<file path="src/rtl/fc_mac_layer.sv">
// ---------------------------------------------------------------------------
// fc_mac_layer
//   Fully-connected layer datapath. Input activations arrive one word per
//   accepted cycle. Each word is multiplied by LAYER_HEIGHT weights in
//   parallel, one weight per neuron, and the products are accumulated at full
//   precision. After INPUT_SIZE accepts, every neuron adds its bias. The sum
//   is then rescaled by FRAC_BITS and saturated to WORD_SIZE bits. The
//   finished vector is held on a valid/ready output until downstream takes
//   it. There is no ReLU stage.
//
// Ports
//   clk_i          clock; all state changes on the rising edge
//   reset_n_i      asynchronous active-low reset
//   valid_i        data_i holds an input word
//   ready_o        block accepts data_i this cycle (state == eACCUM)
//   data_i         signed input activation
//   weight_addr_o  index of the current input word, addresses the weight ROM
//   weights_i      weights for all neurons at weight_addr_o; neuron j at word j
//   bias_i         per-neuron signed bias, held static
//   valid_o        data_o holds a finished vector (state == eDONE)
//   ready_i        downstream takes data_o this cycle
//   data_o         signed result vector; word j belongs to neuron j
// ---------------------------------------------------------------------------
module fc_mac_layer #(
    parameter int INPUT_SIZE   = 8,
    parameter int LAYER_HEIGHT = 5,
    parameter int WORD_SIZE    = 16,
    parameter int FRAC_BITS    = 8,
    localparam int CNT_W       = (INPUT_SIZE > 1) ? $clog2(INPUT_SIZE) : 1
) (
    input  logic                               clk_i,
    input  logic                               reset_n_i,
    input  logic                               valid_i,
    output logic                               ready_o,
    input  logic [WORD_SIZE-1:0]               data_i,
    output logic [CNT_W-1:0]                   weight_addr_o,
    input  logic [LAYER_HEIGHT*WORD_SIZE-1:0]  weights_i,
    input  logic [LAYER_HEIGHT*WORD_SIZE-1:0]  bias_i,
    output logic                               valid_o,
    input  logic                               ready_i,
    output logic [LAYER_HEIGHT*WORD_SIZE-1:0]  data_o
);

    localparam int PROD_W = 2 * WORD_SIZE;
    // Enough headroom for INPUT_SIZE worst-case products, so the sum never wraps.
    localparam int ACC_W  = 2 * WORD_SIZE + $clog2(INPUT_SIZE + 1) + 1;
    // One extra bit so that adding the shifted bias cannot overflow either.
    localparam int SUM_W  = ACC_W + 1;

    localparam logic signed [SUM_W-1:0] SAT_MAX =
        {{(SUM_W - WORD_SIZE + 1){1'b0}}, {(WORD_SIZE - 1){1'b1}}};
    localparam logic signed [SUM_W-1:0] SAT_MIN =
        {{(SUM_W - WORD_SIZE + 1){1'b1}}, {(WORD_SIZE - 1){1'b0}}};
    localparam logic [WORD_SIZE-1:0] WORD_MAX = {1'b0, {(WORD_SIZE - 1){1'b1}}};
    localparam logic [WORD_SIZE-1:0] WORD_MIN = {1'b1, {(WORD_SIZE - 1){1'b0}}};

    typedef enum logic {
        eACCUM = 1'b0,
        eDONE  = 1'b1
    } state_t;

    state_t           state_reg, state_next;
    logic [CNT_W-1:0] count_reg, count_next;
    logic             accept;
    logic             handoff;
    logic             last_word;

    // Handshake outputs come straight from the state register, so they are
    // never X once reset has been applied.
    assign ready_o       = (state_reg == eACCUM);
    assign valid_o       = (state_reg == eDONE);
    assign weight_addr_o = count_reg;

    assign accept    = valid_i && ready_o;
    assign handoff   = valid_o && ready_i;
    assign last_word = (count_reg == CNT_W'(INPUT_SIZE - 1));

    always_ff @(posedge clk_i or negedge reset_n_i) begin
        if (!reset_n_i) begin
            state_reg <= eACCUM;
            count_reg <= '0;
        end else begin
            state_reg <= state_next;
            count_reg <= count_next;
        end
    end

    always_comb begin
        state_next = state_reg;
        count_next = count_reg;
        case (state_reg)
            eACCUM: begin
                if (accept) begin
                    if (last_word) begin
                        state_next = eDONE;
                        count_next = '0;
                    end else begin
                        count_next = count_reg + 1'b1;
                    end
                end
            end
            eDONE: begin
                if (ready_i) begin
                    state_next = eACCUM;
                end
            end
            default: begin
                state_next = eACCUM;
                count_next = '0;
            end
        endcase
    end

    genvar gi;
    generate
        for (gi = 0; gi < LAYER_HEIGHT; gi++) begin : gen_neuron
            logic signed [WORD_SIZE-1:0] weight_word;
            logic signed [WORD_SIZE-1:0] bias_word;
            logic signed [PROD_W-1:0]    data_ext;
            logic signed [PROD_W-1:0]    weight_ext;
            logic signed [PROD_W-1:0]    prod;
            logic signed [ACC_W-1:0]     acc_reg;
            logic signed [SUM_W-1:0]     bias_shift;
            logic signed [SUM_W-1:0]     sum;
            logic signed [SUM_W-1:0]     res;

            assign weight_word = weights_i[gi*WORD_SIZE +: WORD_SIZE];
            assign bias_word   = bias_i[gi*WORD_SIZE +: WORD_SIZE];

            // Sign-extend both operands to the product width so that the
            // multiply is full-precision signed.
            assign data_ext   = {{(PROD_W - WORD_SIZE){data_i[WORD_SIZE-1]}}, data_i};
            assign weight_ext = {{(PROD_W - WORD_SIZE){weight_word[WORD_SIZE-1]}}, weight_word};
            assign prod       = data_ext * weight_ext;

            always_ff @(posedge clk_i or negedge reset_n_i) begin
                if (!reset_n_i) begin
                    acc_reg <= '0;
                end else if (handoff) begin
                    acc_reg <= '0;
                end else if (accept) begin
                    acc_reg <= acc_reg + {{(ACC_W - PROD_W){prod[PROD_W-1]}}, prod};
                end
            end

            // The bias is in the word Q format while the accumulator carries
            // 2*FRAC_BITS fraction bits, so align the bias before adding.
            assign bias_shift = {{(SUM_W - WORD_SIZE - FRAC_BITS){bias_word[WORD_SIZE-1]}},
                                 bias_word, {FRAC_BITS{1'b0}}};
            assign sum = {acc_reg[ACC_W-1], acc_reg} + bias_shift;
            // The arithmetic shift truncates toward minus infinity.
            assign res = sum >>> FRAC_BITS;

            assign data_o[gi*WORD_SIZE +: WORD_SIZE] =
                (res > SAT_MAX) ? WORD_MAX :
                (res < SAT_MIN) ? WORD_MIN :
                                  res[WORD_SIZE-1:0];
        end
    endgenerate

endmodule
</file>
<file path="config.mk">
export PLATFORM = sky130hd
export DESIGN_NAME = fc_mac_layer
export DESIGN_NICKNAME = d
export VERILOG_FILES = /design/src/rtl/fc_mac_layer.sv
export SDC_FILE = /design/constraint.sdc
export NUM_CORES = 2
export LEC_CHECK = 0
export BUFFER_PORTS_ARGS = -buffer_cell sky130_fd_sc_hd__buf_4
export CAP_MARGIN = 20
export CORE_MARGIN = 2
export CORE_UTILIZATION = 30
export CTS_CLUSTER_SIZE = 14
export DETAILED_ROUTE_END_ITERATION = 10
export GPL_TIMING_DRIVEN = 0
export SLEW_MARGIN = 20
export SYNTH_ARGS = -nofsm -noshare
export SYNTH_HDL_FRONTEND = slang
export SYNTH_SLANG_ARGS = --single-unit
export TNS_END_PERCENT = 10
</file>
<file path="constraint.sdc">
create_clock -name clk_i -period 7.4 [get_ports clk_i]
set_input_delay 1.85 -clock clk_i [delete_from_list [all_inputs] [get_ports clk_i]]
set_output_delay 1.85 -clock clk_i [all_outputs]
set_load 0.01 [all_outputs]
</file>
==> impl_metrics.json <==
{
  "path_clk_slew_ns": 0.09,
  "dp_cells": 11700,
  "grt_max_degree": 82,
  "synthAdderAreaFrac_pct": 49.9,
  "antenna_found_initial": 65,
  "syn_inst": 8229,
  "ctsHoldBuffers": 0,
  "crit_path_max_fanout": 10,
  "routed_via_density": 4.99,
  "setup-violations-final": 158,
  "r2r-start": "gen_neuron[1].acc_reg[0]$_DFFE_PN0P_",
  "drive_gt1_share_pct": 12.7,
  "hp-start": "gen_neuron[4].acc_reg[2]$_DFFE_PN0P_",
  "final_common_cell": "inv_1",
  "row_count": 179,
  "syn2layout_area_growth_pct": 17.3,
  "hold_path.class": "register to register",
  "slowest_delay_ns": 0.56,
  "crit_path_frequent_cell": "fa_1",
  "grt_pass1_wl_microns": 375000,
  "hold_viol": 0,
  "postPlaceCellArea_sq_mm": 0.0785,
  "post_drt_wl_per_cell_microns": 20.8,
  "synth_compound_area_share_pct": 12.9,
  "dp_hpwl_microns": 202000,
  "period_needed_ns": 9.44,
  "min_path_cells": 2,
  "synth_ff_type": "dfrtp_1",
  "synth_edf_count": 0,
  "place_congestion": 0.972,
  "critical_path.slowest_cell": "fa_1",
  "skew_ns": 0.0320,
  "crit_path_start_kind": "input port",
  "setup_slack_ns": -2.04,
  "cp.arrival_ns": 9.97,
  "routed_wl_microns": 248000,
  "drtIter0Drc": 4136,
  "dieArea_sq_mm": 0.243,
  "crit_start": "data_i[13]",
  "syn_avg_cell_area_sq_um": 8.71,
  "postSynth.asyncResetShare_pct": 100,
  "regToRegEndpoint": "gen_neuron[1].acc_reg[36]$_DFFE_PN0P_",
  "synth_top_family_by_area": "adder cells",
  "synthXorXnorAreaFrac_pct": 5.51,
  "maxSlewViolCount": 0,
  "ys_ff_latch": 189,
  "critPathKind": "input port to register",
  "grt_pass1_vias": 61100,
  "numCtsBuffers": 17,
  "cp-end-kind": "register",
  "synth_nets": 10500,
  "mostFrequentLayoutCells": "1,519 x inv_1, 1,295 x fa_1, 891 x nand2_1",
  "muxShareOfSynthArea_pct": 0.0838,
  "die_h_microns": 493,
  "r2r_slack_ns": 3.68,
  "synth_warnings": 0,
  "cts_sinks": 189,
  "final_net_count": 10900,
  "cts_tree": "done",
  "track_usage_pct": 20.3,
  "rsz0062_at_grt": "true",
  "drcViolationCount": 0,
  "grt-ovfl-total": 0,
  "cap_viol_max_count": 0,
  "tns_ns": -140.46,
  "clkLatencyLatePin_ns": 0.59,
  "relSlewSlack_pct": 21.7,
  "synthSimpleGateAreaFrac_pct": 15.3,
  "clockBufferDepth": 2,
  "vias": 59400,
  "status": "finished with violations",
  "violations": "negative setup slack",
  "largest_reg_flops": 185,
  "tightest_slew_ns": 1.17,
  "portBuffers": 248,
  "whs_endpoint": "gen_neuron[4].acc_reg[2]$_DFFE_PN0P_",
  "worst-r2r-cell-count": 15,
  "hold_ws_ns": 0.494,
  "seq_area_frac_synth_pct": 6.60,
  "firstDrtPassIters": 6,
  "start_util_pct": 30.1,
  "htree_levels": 4,
  "synth_cell_types": 86,
  "required_ns": 7.93,
  "ant_nets": 0,
  "ioPinCount": 265,
  "timing.fmax_mhz": 106,
  "chipWidth_microns": 493,
  "synth.cell_area_sq_mm": 0.0716,
  "root_buffer": "clkbuf_16",
  "fin_cells": 11900,
  "final_area_sq_mm": 0.0841,
  "finalCritPeriodShare_pct": 128,
  "core_sq_mm": 0.238
}
[how the worst max path moves through the flow]
stage | to | depth (start not counted) | slack [ns]
6_report | gen_neuron[1].acc_reg[36]$_DFFE_PN0P_ | 33 | -2.04
4_1_cts | gen_neuron[1].acc_reg[36]$_DFFE_PN0P_ | 34 | -2.00
3_3_place_gp | gen_neuron[0].acc_reg[36]$_DFFE_PN0P_ | 29 | -4.15
5_1_grt | gen_neuron[3].acc_reg[36]$_DFFE_PN0P_ | 38 | -2.32
3_5_place_dp | gen_neuron[0].acc_reg[36]$_DFFE_PN0P_ | 32 | -3.99
2_1_floorplan | gen_neuron[3].acc_reg[36]$_DFFE_PN0P_ | 36 | -2.04
[per-layer routing]
metal	GRT usage, %	share of wire, %	routed length [microns]
met4	9.44	4.9	12100
met3	3.97	7.7	19000
met1	27.1	43	106000
met2	31.6	45	111000
met5	0.0978	0.089	221
[synth_stat cells, types with 73 or more instances]
library cell	n	area [sq um]
a21o_1	217	1630
a21oi_1	388	1940
and2_1	638	3990
clkbuf_1	285	1070
dfrtp_1	189	4730
fa_1	1320	26400
ha_1	747	9350
inv_1	1532	5750
nand2_1	904	3390
nand2b_1	89	557
nor2_1	281	1050
o21a_1	73	548
o21ai_0	247	1240
o21ai_1	115	576
xnor2_1	286	2500
xor2_1	165	1450
[critical path: cells and delay by family]
kind,cells,cell delay (ns)
AOI/OAI and AO/OA,11,2.15
xor gates and xnor gates,2,0.43
adders and majority gates,8,3.76
buffers and inverters,6,0.70
and+or+nand+nor,6,1.04
[cell type report]
| cell class | count | area (sq um) |
|---|---|---|
| well taps | 3167 | 3960 |
| inverters | 1534 | 5780 |
| clock inverters | 13 | 126 |
| fillers | 24200 | 154000 |
| clock buffers | 19 | 443 |
| multi-input cells | 6215 | 62300 |
| flip-flops and latches | 189 | 4730 |
| plain buffers | 290 | 3040 |
| repair buffers | 422 | 3530 |
| diodes | 48 | 120 |
[stage by stage]
stage          setup slack (ns)  utilization (%)
2_1_floorplan             -2.04                -
3_3_place_gp              -4.15             32.8
3_5_place_dp              -3.99             33.0
4_1_cts                   -2.00             34.6
5_1_grt                   -2.32             35.3
6_report                  -2.04             35.4
[cell families (layout without fill, tap and decap cells)]
| group | Yosys count | count (layout) |
|---|---|---|
| other cells | 0 | 48 |
| buf+inv | 1825 | 2278 |
| mux | 6 | 6 |
| flops | 189 | 189 |
| fa+ha+maj | 2067 | 2067 |
| simple gates | 2246 | 2246 |
| compound gates | 1445 | 1445 |
| xor+xnor | 451 | 451 |
[repair_timing]
item	in CTS	in global routing
pin swaps	60	177
cloned	1	0
buffers inserted	88	69
endpoints found under the setup margin	208	201
resized for setup	600	297
Power is left out: the tool's default activity adds up to more than one toggle a clock period on the data nets, which glitch-free logic cannot reach.
